[src/rtl/uart_pkg.sv]
// -----------------------------------------------------------------------------
// uart_pkg
// Shared definitions for the UART transmit path: arbiter state encoding,
// parity mode constants, frame width limits and the config sanitising helpers
// used when a requester's word is captured.
// -----------------------------------------------------------------------------
package uart_pkg;

  typedef enum logic [1:0] {
    UART_ARB_IDLE = 2'd0,
    UART_ARB_HOLD = 2'd1,
    UART_ARB_LOAD = 2'd2
  } uart_arb_state_e;

  localparam logic [1:0] UART_PARITY_NONE = 2'd0;
  localparam logic [1:0] UART_PARITY_ODD  = 2'd1;
  localparam logic [1:0] UART_PARITY_EVEN = 2'd2;

  localparam logic [3:0] UART_WIDTH_DEFAULT = 4'd8;
  localparam logic [3:0] UART_WIDTH_MIN     = 4'd5;
  localparam logic [3:0] UART_WIDTH_MAX     = 4'd9;

  // Widths the transmitter cannot frame fall back to the default width.
  function automatic logic [3:0] uart_clamp_width(input logic [3:0] width);
    return (width < UART_WIDTH_MIN || width > UART_WIDTH_MAX) ? UART_WIDTH_DEFAULT : width;
  endfunction

  // Parity code 3 is unassigned and is treated as "no parity".
  function automatic logic [1:0] uart_clamp_parity(input logic [1:0] parity);
    return (parity == 2'd3) ? UART_PARITY_NONE : parity;
  endfunction

endpackage

[src/rtl/uart_rr_pick.sv]
// -----------------------------------------------------------------------------
// uart_rr_pick
// Combinational round-robin picker: returns the first set bit of `valid`
// found by searching upward from position `start`, wrapping modulo N.
// Ports:
//   valid  [N]      candidate requesters
//   start  [PTR_W]  first position examined (must be < N)
//   onehot [N]      one-hot winner, all zero when nothing is valid
//   index  [PTR_W]  winner index, 0 when nothing is valid
//   any             at least one candidate was valid
// -----------------------------------------------------------------------------
module uart_rr_pick #(
  parameter int N     = 4,
  parameter int PTR_W = (N > 1) ? $clog2(N) : 1
) (
  input  logic [N-1:0]     valid,
  input  logic [PTR_W-1:0] start,
  output logic [N-1:0]     onehot,
  output logic [PTR_W-1:0] index,
  output logic             any
);

  int pos;

  always_comb begin
    // NOTE: every signal assigned here gets a default first, so no path through
    // the loop leaves one unassigned and no latch is inferred.
    onehot = '0;
    index  = '0;
    any    = 1'b0;
    pos    = 0;
    for (int k = 0; k < N; k++) begin
      // start < N and k < N, so a single subtraction performs the wrap.
      pos = int'(start) + k;
      if (pos >= N) pos = pos - N;
      if (!any && valid[pos]) begin
        any         = 1'b1;
        onehot[pos] = 1'b1;
        index       = PTR_W'(pos);
      end
    end
  end

endmodule

[src/rtl/uart_tx_arbiter.sv]
// -----------------------------------------------------------------------------
// uart_tx_arbiter
// Shares one uart_tx among N requesters by round-robin. The winning word is
// staged with its requester's frame config (width clamped to 5..9, parity
// code 3 mapped to none) and offered to the transmitter with a 4-phase
// tx_req_load / tx_ack_load handshake.
//
// Ports:
//   reset, clock              async active-low reset, rising-edge clock
//   req_valid/req_ready [N]   per-requester word handshake (ready is one-hot)
//   req_bits  [N*16]          packed words, slice i = [16i+15:16i]
//   cfg_width [N*4]           per-requester data width
//   cfg_parity[N*2]           per-requester parity mode
//   tx_req_load               transmitter ready for its next word (level)
//   tx_ack_load               staged word is valid and loaded
//   tx_bits/tx_width/tx_parity staged word and its frame config
//   grant_id  [PTR_W]         requester owning the staged word
//   busy                      a word is staged or being handed over
//
// Build option: define UART_TX_ARB_LOCK_EN to add the req_lock[N] input, which
// lets the last-granted requester keep the grant for multi-word messages.
// -----------------------------------------------------------------------------
module uart_tx_arbiter
  import uart_pkg::*;
#(
  parameter int N     = 4,
  parameter int PTR_W = (N > 1) ? $clog2(N) : 1
) (
  input  logic             reset,
  input  logic             clock,
`ifdef UART_TX_ARB_LOCK_EN
  input  logic [N-1:0]     req_lock,
`endif
  input  logic [N-1:0]     req_valid,
  output logic [N-1:0]     req_ready,
  input  logic [N*16-1:0]  req_bits,
  input  logic [N*4-1:0]   cfg_width,
  input  logic [N*2-1:0]   cfg_parity,
  input  logic             tx_req_load,
  output logic             tx_ack_load,
  output logic [15:0]      tx_bits,
  output logic [3:0]       tx_width,
  output logic [1:0]       tx_parity,
  output logic [PTR_W-1:0] grant_id,
  output logic             busy
);

  uart_arb_state_e  state_q;
  logic [PTR_W-1:0] last_q;

  logic [N-1:0]     pick_valid;
  logic [PTR_W-1:0] pick_start;
  logic [N-1:0]     pick_onehot;
  logic [PTR_W-1:0] pick_index;
  logic             pick_any;

  logic [15:0]      win_bits;
  logic [3:0]       win_width;
  logic [1:0]       win_parity;

  // Candidate set and search origin: normally everyone, starting after the
  // previous winner; a held lock narrows the set to the previous winner alone.
  always_comb begin
    pick_valid = req_valid;
    pick_start = (int'(last_q) == N - 1) ? '0 : last_q + PTR_W'(1);
`ifdef UART_TX_ARB_LOCK_EN
    if (req_lock[last_q]) begin
      pick_valid         = '0;
      pick_valid[last_q] = req_valid[last_q];
      pick_start         = last_q;
    end
`endif
  end

  uart_rr_pick #(
    .N     (N),
    .PTR_W (PTR_W)
  ) u_pick (
    .valid  (pick_valid),
    .start  (pick_start),
    .onehot (pick_onehot),
    .index  (pick_index),
    .any    (pick_any)
  );

  // Winner's word and sanitised frame config, selected by index.
  always_comb begin
    win_bits   = req_bits[int'(pick_index)*16 +: 16];
    win_width  = uart_clamp_width(cfg_width[int'(pick_index)*4 +: 4]);
    win_parity = uart_clamp_parity(cfg_parity[int'(pick_index)*2 +: 2]);
  end

  // Ready is gated by reset as well so nothing is offered while reset is held.
  assign req_ready = (reset && state_q == UART_ARB_IDLE) ? pick_onehot : '0;
  assign busy      = (state_q != UART_ARB_IDLE);

  // NOTE: all state below is updated with non-blocking assignments so every
  // register samples the pre-edge values, independent of statement order.
  always_ff @(posedge clock or negedge reset) begin
    if (!reset) begin
      state_q     <= UART_ARB_IDLE;
      last_q      <= PTR_W'(N - 1);
      tx_ack_load <= 1'b0;
      tx_bits     <= '0;
      tx_width    <= UART_WIDTH_DEFAULT;
      tx_parity   <= UART_PARITY_NONE;
      grant_id    <= '0;
    end else begin
      case (state_q)
        UART_ARB_IDLE: begin
          if (pick_any) begin
            tx_bits   <= win_bits;
            tx_width  <= win_width;
            tx_parity <= win_parity;
            grant_id  <= pick_index;
            last_q    <= pick_index;
            state_q   <= UART_ARB_HOLD;
          end
        end
        UART_ARB_HOLD: begin
          if (tx_req_load) begin
            tx_ack_load <= 1'b1;
            state_q     <= UART_ARB_LOAD;
          end
        end
        UART_ARB_LOAD: begin
          // Ack is held until the transmitter withdraws its request.
          if (!tx_req_load) begin
            tx_ack_load <= 1'b0;
            state_q     <= UART_ARB_IDLE;
          end
        end
        default: begin
          tx_ack_load <= 1'b0;
          state_q     <= UART_ARB_IDLE;
        end
      endcase
    end
  end

endmodule

[config.mk]
export PLATFORM = sky130hd
export DESIGN_NAME = uart_tx_arbiter
export DESIGN_NICKNAME = d
export VERILOG_FILES = /design/src/rtl/uart_pkg.sv /design/src/rtl/uart_rr_pick.sv /design/src/rtl/uart_tx_arbiter.sv
export SDC_FILE = /design/constraint.sdc
export NUM_CORES = 1
export LEC_CHECK = 0
export CAP_MARGIN = 5
export CORE_MARGIN = 2
export CORE_UTILIZATION = 44
export DETAILED_ROUTE_END_ITERATION = 12
export PLACE_DENSITY_LB_ADDON = 0.08
export SKIP_CTS_REPAIR_TIMING = 1
export SYNTH_ARGS = -nofsm -noshare
export SYNTH_HDL_FRONTEND = slang
export SYNTH_SLANG_ARGS = --single-unit
[constraint.sdc]
create_clock -name clock -period 7.48 [get_ports clock]
set_input_delay 1.496 -clock clock [delete_from_list [all_inputs] [get_ports clock]]
set_output_delay 1.496 -clock clock [all_outputs]
set_load 0.03 [all_outputs]
# After elaboration in Yosys (flattened, before gate mapping)
# Index checks and enable logic that the tools add are counted.
word_totals:
  ff_bits: 29
  input_bits: 95
  output_inout_bits: 30
  elab_cells: 107
op_classes:
  add_sub_neg: 8
  n_lt_le_gt_ge: 14
  eq_ne: 7
  shifts: 3
  n_mux: 47
  n_bitwise: 4
  n_reduce_logical: 17
ops:
  columns: ["operator", "count"]
  rows:
  - ["32-bit by 1-bit >= comparator with 1-bit output, second input constant", 4]
  - ["32-bit by 4-bit less-than comparator with 1-bit output, second input constant", 4]
  - ["32-bit two-way mux", 4]
  - ["32-bit by 4-bit >= comparator with 1-bit output, second input constant", 3]
  - ["32-bit by 4-bit subtractor with 32-bit output, second input constant", 3]
  - ["64-bit by 7-bit variable part select with 16-bit output", 1]
  - ["4-bit two-way mux", 6]
  - ["1-bit two-way mux", 18]
  - ["2-bit two-way mux", 9]
  - ["16-bit by 5-bit variable part select with 4-bit output", 1]
  - ["4-bit bitwise OR", 3]
  - ["1-bit binary-select mux with 2-bit select", 4]
  - ["1-bit demux with 2-bit select", 4]
  - ["1-bit logical AND", 8]
  - ["8-bit by 4-bit variable part select with 2-bit output", 1]
  - ["2-bit by 2-bit adder with 3-bit output, second input constant", 2]
  - ["2-bit inequality test, second input constant", 3]
  - ["2-bit one-hot mux with 3 select lines", 1]
  - ["3-bit AND reduction", 2]
  - ["2-bit by 1-bit == test with 1-bit output, second input constant", 2]
  - ["2-bit == test, second input constant", 2]
  - ["4-bit greater-than comparator, second input constant", 1]
  - ["4-bit by 3-bit less-than comparator with 1-bit output, second input constant", 1]
  - ["2-bit by 3-bit subtractor with 4-bit output, second input constant", 1]
  - ["10 further kinds", 12]

# Logic depth before layout (Yosys ltp)
# Gate-level depths: netlist of the first run.
logic_depth:
  ltp_word: 21
  mapped_depth: 14

# Hierarchy
# A second synthesis of the first run with hierarchy kept.
hier_totals:
  cells_unflattened: 204
  area_unflattened_um2: 2185.8
modules_own_cells:
  columns: ["module", "n_inst", "cells_per_inst", "area_each_um2"]
  rows:
  - ["uart_tx_arbiter", 1, 156, 1725.4]
  - ["uart_rr_pick", 1, 48, 460.4]

# Worst setup path after synthesis of the first run
# No wires, ideal clock.
synth_timing:
  kind: "input to output"
  startpoint: "in req_valid[1]"
  endpoint: "out req_ready[0]"
  arrival_ns: 3.306
  required_ns: 5.984
  setup_slack_ns: 2.678
  path_stages: 7
  path_cell_list: "buf_6 -> or3_4 -> a2111oi_4 -> nor2_1 -> nor2b_1 -> a221oi_1 -> nor2_1"
synth_via:
  elab_chain_cells: 14
  word_cells_on_any_way: 29
  classes_between: "20 x mux; 3 x bitwise; 6 x reduce/logical"
synth_rtl:
  columns: ["element", "line", "text"]
  rows:
  - ["from (decl)", "uart_tx_arbiter.sv:34", "input logic [N-1:0] req_valid,"]
  - ["1-bit binary-select mux with 2-bit select", "uart_rr_pick.sv:36", "if (!any && valid[pos]) begin"]
  - ["1-bit two-way mux (not written as such) (2 in series)", "uart_rr_pick.sv:36", null]
  - ["1-bit two-way mux", "uart_rr_pick.sv:36", null]
  - ["1-bit logical NOT", "uart_rr_pick.sv:36", null]
  - ["1-bit logical AND", "uart_rr_pick.sv:36", null]
  - ["1-bit two-way mux", "uart_rr_pick.sv:36", null]
  - ["1-bit logical NOT", "uart_rr_pick.sv:36", null]
  - ["1-bit logical AND", "uart_rr_pick.sv:36", null]
  - ["1-bit two-way mux", "uart_rr_pick.sv:36", null]
  - ["1-bit logical NOT", "uart_rr_pick.sv:36", null]
  - ["1-bit logical AND", "uart_rr_pick.sv:36", null]
  - ["4-bit two-way mux *", "uart_rr_pick.sv:36", null]
  - ["4-bit two-way mux *", "uart_tx_arbiter.sv:94", "assign req_ready = (reset && state_q == UART_ARB_IDLE) ? pick_onehot : '0;"]
  - ["to (decl)", "uart_tx_arbiter.sv:35", "output logic [N-1:0] req_ready,"]
# Mark *: on every way between the ends. The rest lies on a longest branch, timed or not. The select of a mux whose other input is x is not followed.

# Final worst setup path of the first run
layout_timing:
  startpoint: "in req_valid[1]"
  endpoint: "out req_ready[3]"
# Same word-level chain as after synthesis.

==> results.json, run 1 <==
{
  "outcome": "completed",
  "dp_worst_setup_slack_ps": 1640,
  "grt_pass1_vias": 2355,
  "grtUsageTotal_pct": 21.4,
  "hp-class": "reg2reg",
  "vdd_ir_drop_max_mv": 0.261,
  "yosys.area_share.simple_pct": 14.8,
  "leakagePower_nw": 1.59,
  "critPathLaunch": "req_valid[1]",
  "synthCells": 276,
  "synth_mux_area_share_pct": 22.7,
  "nNetsFinal": 492,
  "synthXorXnorAreaFrac_pct": 0,
  "synth-warning-count": 0,
  "worstReg2RegEnd": "tx_width[2]$_DFFE_PN0P_",
  "cts_buffers": 5,
  "core-area_um2": 5510,
  "pin_count": 125,
  "start_kind": "primary input",
  "synth_ff_type": "dfrtp_1",
  "cp-endpoint": "req_ready[3]",
  "clk_latency_ps": 270,
  "syn_to_final_growth_pct": 51.8,
  "start_util_pct": 45.6,
  "syn-num-nets": 379,
  "fin_ws_ps": 1570,
  "synth_edf_count": 0,
  "synth_compound_area_share_pct": 22.6,
  "max-clock-path-buffers": 2,
  "die_x_um": 79.5,
  "highest_layer": "met4",
  "r2r_start": "last_q[0]$_DFFE_PN1P_",
  "slew_headroom_pct": 25.1,
  "synthArstFlopShare_pct": 100,
  "fmax_mhz": 169,
  "root_buffer": "clkbuf_8",
  "met1_length_mm": 2.41,
  "grt_first_pass_wirelength_mm": 10.7,
  "hold_viol": 0,
  "drv_cap": 0,
  "drive_gt1_share_pct": 12.6,
  "die-area_um2": 6330,
  "htreeDepth": 2,
  "final.setup.tns_ps": 0,
  "antenna_left": 0,
  "tritoncts": "done",
  "arrival_ps": 4410,
  "yosysUniqueCellTypes": 52,
  "wl_mm": 6.49,
  "wl_per_cell_um": 14.0,
  "synth.ff_latch_count": 29,
  "worst_slew_pin_slew_ps": 1120,
  "wl_met2_mm": 3.49,
  "vias_per_cell": 5.22,
  "finalCritPeriodShare_pct": 79.0,
  "drtPass1Iterations": 4,
  "fin_skew_ps": 3.88,
  "num_vias": 2413,
  "grt_overflow_total": 0,
  "stdcell_count": 462,
  "avgSynthCellArea_um2": 9.10,
  "synth_top_family_by_area": "multiplexers",
  "drv_slew": 0,
  "clock_sinks": 29,
  "die-height_um": 79.5,
  "dp_hpwl_mm": 5.13,
  "netlist_area_um2": 2510,
  "rsz0062_at_grt": "no",
  "numPortBuffers": 124,
  "clkTransAtPathRegs_ps": 60,
  "place_inst": 454,
  "drc_errors": 0,
  "gp_congestion": 0.820,
  "required_ps": 5980,
  "row_count": 27,
  "utilization_pct": 69.2,
  "dr_wl_met3_um": 498,
  "setup_viol": 0,
  "diodes": 0,
  "worst-path-max-fanout": 10,
  "yosysSeqAreaShare_pct": 29.0,
  "synth_fa_ha_area_share_pct": 3.99,
  "min_period_ps": 5910,
  "crit_type": "in2out",
  "drt_first_iter_violations": 78,
  "end_kind": "primary output",
  "antenna_found_initial": 0,
  "r2r.worst_path.cells": 10,
  "r2r_slack_ps": 3580,
  "grt_max_degree": 49,
  "power_density_nw_per_um2": 451
}
-- cell type report --
cell class | count | area (um2)
fillers | 476 | 1700
multi-input cells | 221 | 1610
repair buffers | 126 | 1260
flip-flops and latches | 29 | 729
clock buffers | 7 | 96.3
well taps | 72 | 90.1
inverters | 6 | 22.5
clock inverters | 1 | 5.00
-- cells by family (layout without fill, tap and decap cells) --
| family | after synthesis | after routing |
|---|---|---|
| AO/OA/AOI/OAI | 79 | 79 |
| AND/OR/NAND/NOR | 82 | 82 |
| multiplexers | 52 | 52 |
| flip-flops | 29 | 29 |
| adder cells (fa/ha/maj) | 8 | 8 |
| buffers and inverters | 26 | 140 |
-- where the power goes --
part	leakage (nW)	internal, mW	total (mW)	switching [mW]
clock network	0.0542	0.0829	0.138	0.0551
logic	1.19	0.557	1.29	0.730
registers	0.351	0.242	0.293	0.0510
-- metrics by stage --
stage                     hold slack (ps)  cell area [um2]  power, mW
final                                 461             3810       1.72
after global routing                  498             3810       1.87
after CTS                             463             3810       1.73
after detailed placement              452             3710       1.59
after global placement                449             3710       1.56
after floorplan                       480             2510       1.30
-- synth_stat cells (2+ instances only) --
cell type	n	share of area (%)
mux4_2	2	1.8
a31oi_1	2	0.50
nand2b_1	4	1.0
nor3_1	2	0.40
buf_4	2	0.60
inv_1	6	0.90
mux2i_1	30	12
a2111oi_4	2	2.2
o21ai_0	37	7.4
o21ai_1	3	0.60
dfrtp_1	26	26
dfstp_2	3	3.1
a221oi_1	4	1.4
nor2_1	14	2.1
nand3_1	4	0.80
nor2b_1	2	0.50
nand2_1	47	7.0
buf_6	4	1.8
mux2_2	20	9.0
o22ai_1	3	0.75
clkbuf_1	7	1.0
buf_2	2	0.40
a21oi_1	13	2.6
ha_1	8	4.0
clkbuf_8	2	1.1
-- worst max-delay path: stages --
cell	delay [ps]
clkdlybuf4s50_1	560
or3_4	490
a2111oi_4	420
nor2_1	160
nor2b_1	300
a221oi_1	150
nor2_1	150
clkdlybuf4s50_1	680
-- flip-flops by register name (all words and copies together), names as in the netlist --
register and flops:
grant_id 2, last_q 2, state_q 2, tx_ack_load 1, tx_bits 16, tx_parity 2
tx_width 4
-- per-layer routing --
layer / global-route usage [%] / vias up
met1: 23.8 / 1112
met2: 38.4 / 81
li1: - / 1212
met3: 7.81 / 8
met4: 5.52 / 0
met5: 0 / -
-- placed cells by master (no fill, tap or decap), types with 2 or more instances in the layout --
cell / n
o22ai_1: 3
ha_1: 8
mux4_2: 2
o21ai_1: 3
a2111oi_4: 2
clkbuf_8: 7
a31oi_1: 2
o21ai_0: 37
a21oi_1: 13
a221oi_1: 4
nor2_1: 14
dfstp_2: 3
inv_1: 6
nor3_1: 2
nand3_1: 4
nand2b_1: 4
nand2_1: 47
dfrtp_1: 26
buf_4: 2
nor2b_1: 2
mux2i_1: 30
clkdlybuf4s50_1: 124
mux2_2: 20
-- worst min path at each step --
stage               slack (ps)                      end                     from  depth (start not counted)
global route               500   tx_bits[9]$_DFFE_PN0P_   tx_bits[9]$_DFFE_PN0P_                          2
finish                     460  tx_width[3]$_DFFE_PN1P_  tx_width[3]$_DFFE_PN1P_                          2
CTS                        460  tx_width[3]$_DFFE_PN1P_  tx_width[3]$_DFFE_PN1P_                          2
global placement           450  tx_width[3]$_DFFE_PN1P_  tx_width[3]$_DFFE_PN1P_                          2
detailed placement         450  tx_width[3]$_DFFE_PN1P_  tx_width[3]$_DFFE_PN1P_                          2
floorplan                  480  tx_ack_load$_DFFE_PN0P_   state_q[1]$_DFFE_PN0P_                          1
(Power assumes the default switching activity.)
==> run 2: changes to the inputs <==
Settings changed: CORE_UTILIZATION 44 to 41.
Clock period 7.48 ns to 5.6 ns, I/O delays scaled along.
==> results.json, run 2 (synthesis gave the netlist of run 1 again) <==
{
  "top_register": "tx_bits",
  "drive_gt1_share_pct": 13.0,
  "top_usage_layer": "met2",
  "slew_headroom_pct": 40.2,
  "diodes": 0,
  "required_ps": 4480,
  "hold_viol": 0,
  "worst_slew_pin_slew_ps": 897,
  "rsz0062_at_grt": "no",
  "antenna_found_initial": 0,
  "crit_type": "in2out",
  "finalCritPeriodShare_pct": 90.7,
  "final.setup.tns_ps": 0,
  "drtPass1Iterations": 8,
  "clkTransAtPathRegs_ps": 60,
  "die-area_um2": 6770,
  "hp-class": "reg2reg",
  "leakagePower_nw": 1.61,
  "row_count": 28,
  "use_met1_pct": 21.7,
  "clk_latency_ps": 280,
  "arrival_ps": 3960,
  "top_regs": "tx_bits (16), tx_width (4)",
  "cts_buffers": 5,
  "vdd_ir_drop_max_mv": 0.475,
  "htreeDepth": 2,
  "drv_cap": 0,
  "fmax_mhz": 197,
  "antenna_left": 0,
  "drc_errors": 0,
  "die_x_um": 82.3,
  "dp_hpwl_mm": 5.21,
  "vias_per_cell": 5.19,
  "numPortBuffers": 124,
  "num_vias": 2422,
  "start_kind": "primary input",
  "clock_sinks": 29,
  "syn_to_final_growth_pct": 53.0,
  "root_buffer": "clkbuf_8",
  "core-area_um2": 5920,
  "met3_usage_pct": 6.41,
  "nNetsFinal": 494,
  "worst-path-max-fanout": 10,
  "grt_max_degree": 31,
  "min_period_ps": 5080,
  "die-height_um": 82.3,
  "grt_first_pass_wirelength_mm": 10.6,
  "fin_skew_ps": 7.39,
  "wl_per_cell_um": 14.1,
  "grtUsageTotal_pct": 20.2,
  "wl_mm": 6.60,
  "layout_common_cells": "124 x clkdlybuf4s50_1, 47 x nand2_1, 37 x o21ai_0",
  "met2_usage_pct": 36.9,
  "largest_reg_flops": 16,
  "layout_commonest_cell": "clkdlybuf4s50_1",
  "max-clock-path-buffers": 2,
  "setup_viol": 0,
  "power_density_nw_per_um2": 610,
  "grt_pass1_vias": 2402,
  "gp_congestion": 0.780,
  "end_kind": "primary output",
  "grt_overflow_total": 0,
  "drv_slew": 0,
  "tritoncts": "done",
  "dp_worst_setup_slack_ps": 559,
  "start_util_pct": 42.4,
  "outcome": "completed",
  "pin_count": 125,
  "drt_first_iter_violations": 133,
  "fin_ws_ps": 518
}
run 2: final timing paths:
kind,startpoint,end,cells past startpoint,slack [ps]
max in group asynchronous,reset,last_q[0]$_DFFE_PN1P_,2,4040
max reg2reg,last_q[0]$_DFFE_PN1P_,tx_width[0]$_DFFE_PN0P_,11,1670
max,req_valid[1],req_ready[1],8,520
min in group asynchronous,reset,state_q[1]$_DFFE_PN0P_,2,1230
min,tx_width[3]$_DFFE_PN1P_,tx_width[3]$_DFFE_PN1P_,2,460
min reg2reg,tx_width[3]$_DFFE_PN1P_,tx_width[3]$_DFFE_PN1P_,2,460
run 2: area by class of cell:
cell class	instances	area, um2
clock buffer	7	96.3
clock inverter	1	5.00
fill	508	2080
inverter	6	22.5
multi-input combinational	221	1610
sequential	29	729
tap	75	93.8
timing repair buffer	128	1280
run 2: metrics by stage:
step	area (um2)	hold WS [ps]	power, mW	utilization [%]	std cells
after global placement	3740	452	2.13	63.2	459
after floorplan	2510	480	1.74	-	276
after detailed placement	3740	454	2.17	63.2	459
after CTS	3840	467	2.36	64.9	467
after global routing	3840	475	2.55	64.9	467
final	3840	463	2.34	64.9	467
run 2: critical path: stages:
cell             delay, ps
clkdlybuf4s50_1        550
or3_4                  480
a2111oi_4              420
nor2_1                 150
nor2b_1                280
a221oi_1               160
nor2_1                 130
clkdlybuf4s50_1        670
run 2: report_power, final:
group          total, mW  internal [mW]  switching, mW
Clock              0.189          0.111         0.0779
Sequential         0.392          0.323         0.0686
Combinational       1.76          0.773          0.991
run 2: metal layers:
layer | vias up | routed length (um)
met5 | - | 0
met4 | 0 | 151
met3 | 15 | 451
met2 | 81 | 3510
met1 | 1107 | 2490
li1 | 1219 | -
==> run 3: changes to the inputs <==
Settings changed: ABC_AREA from default to 0.
==> results of run 3 <==
No change in the layout: final DEF, timing and power equal those of run 2.
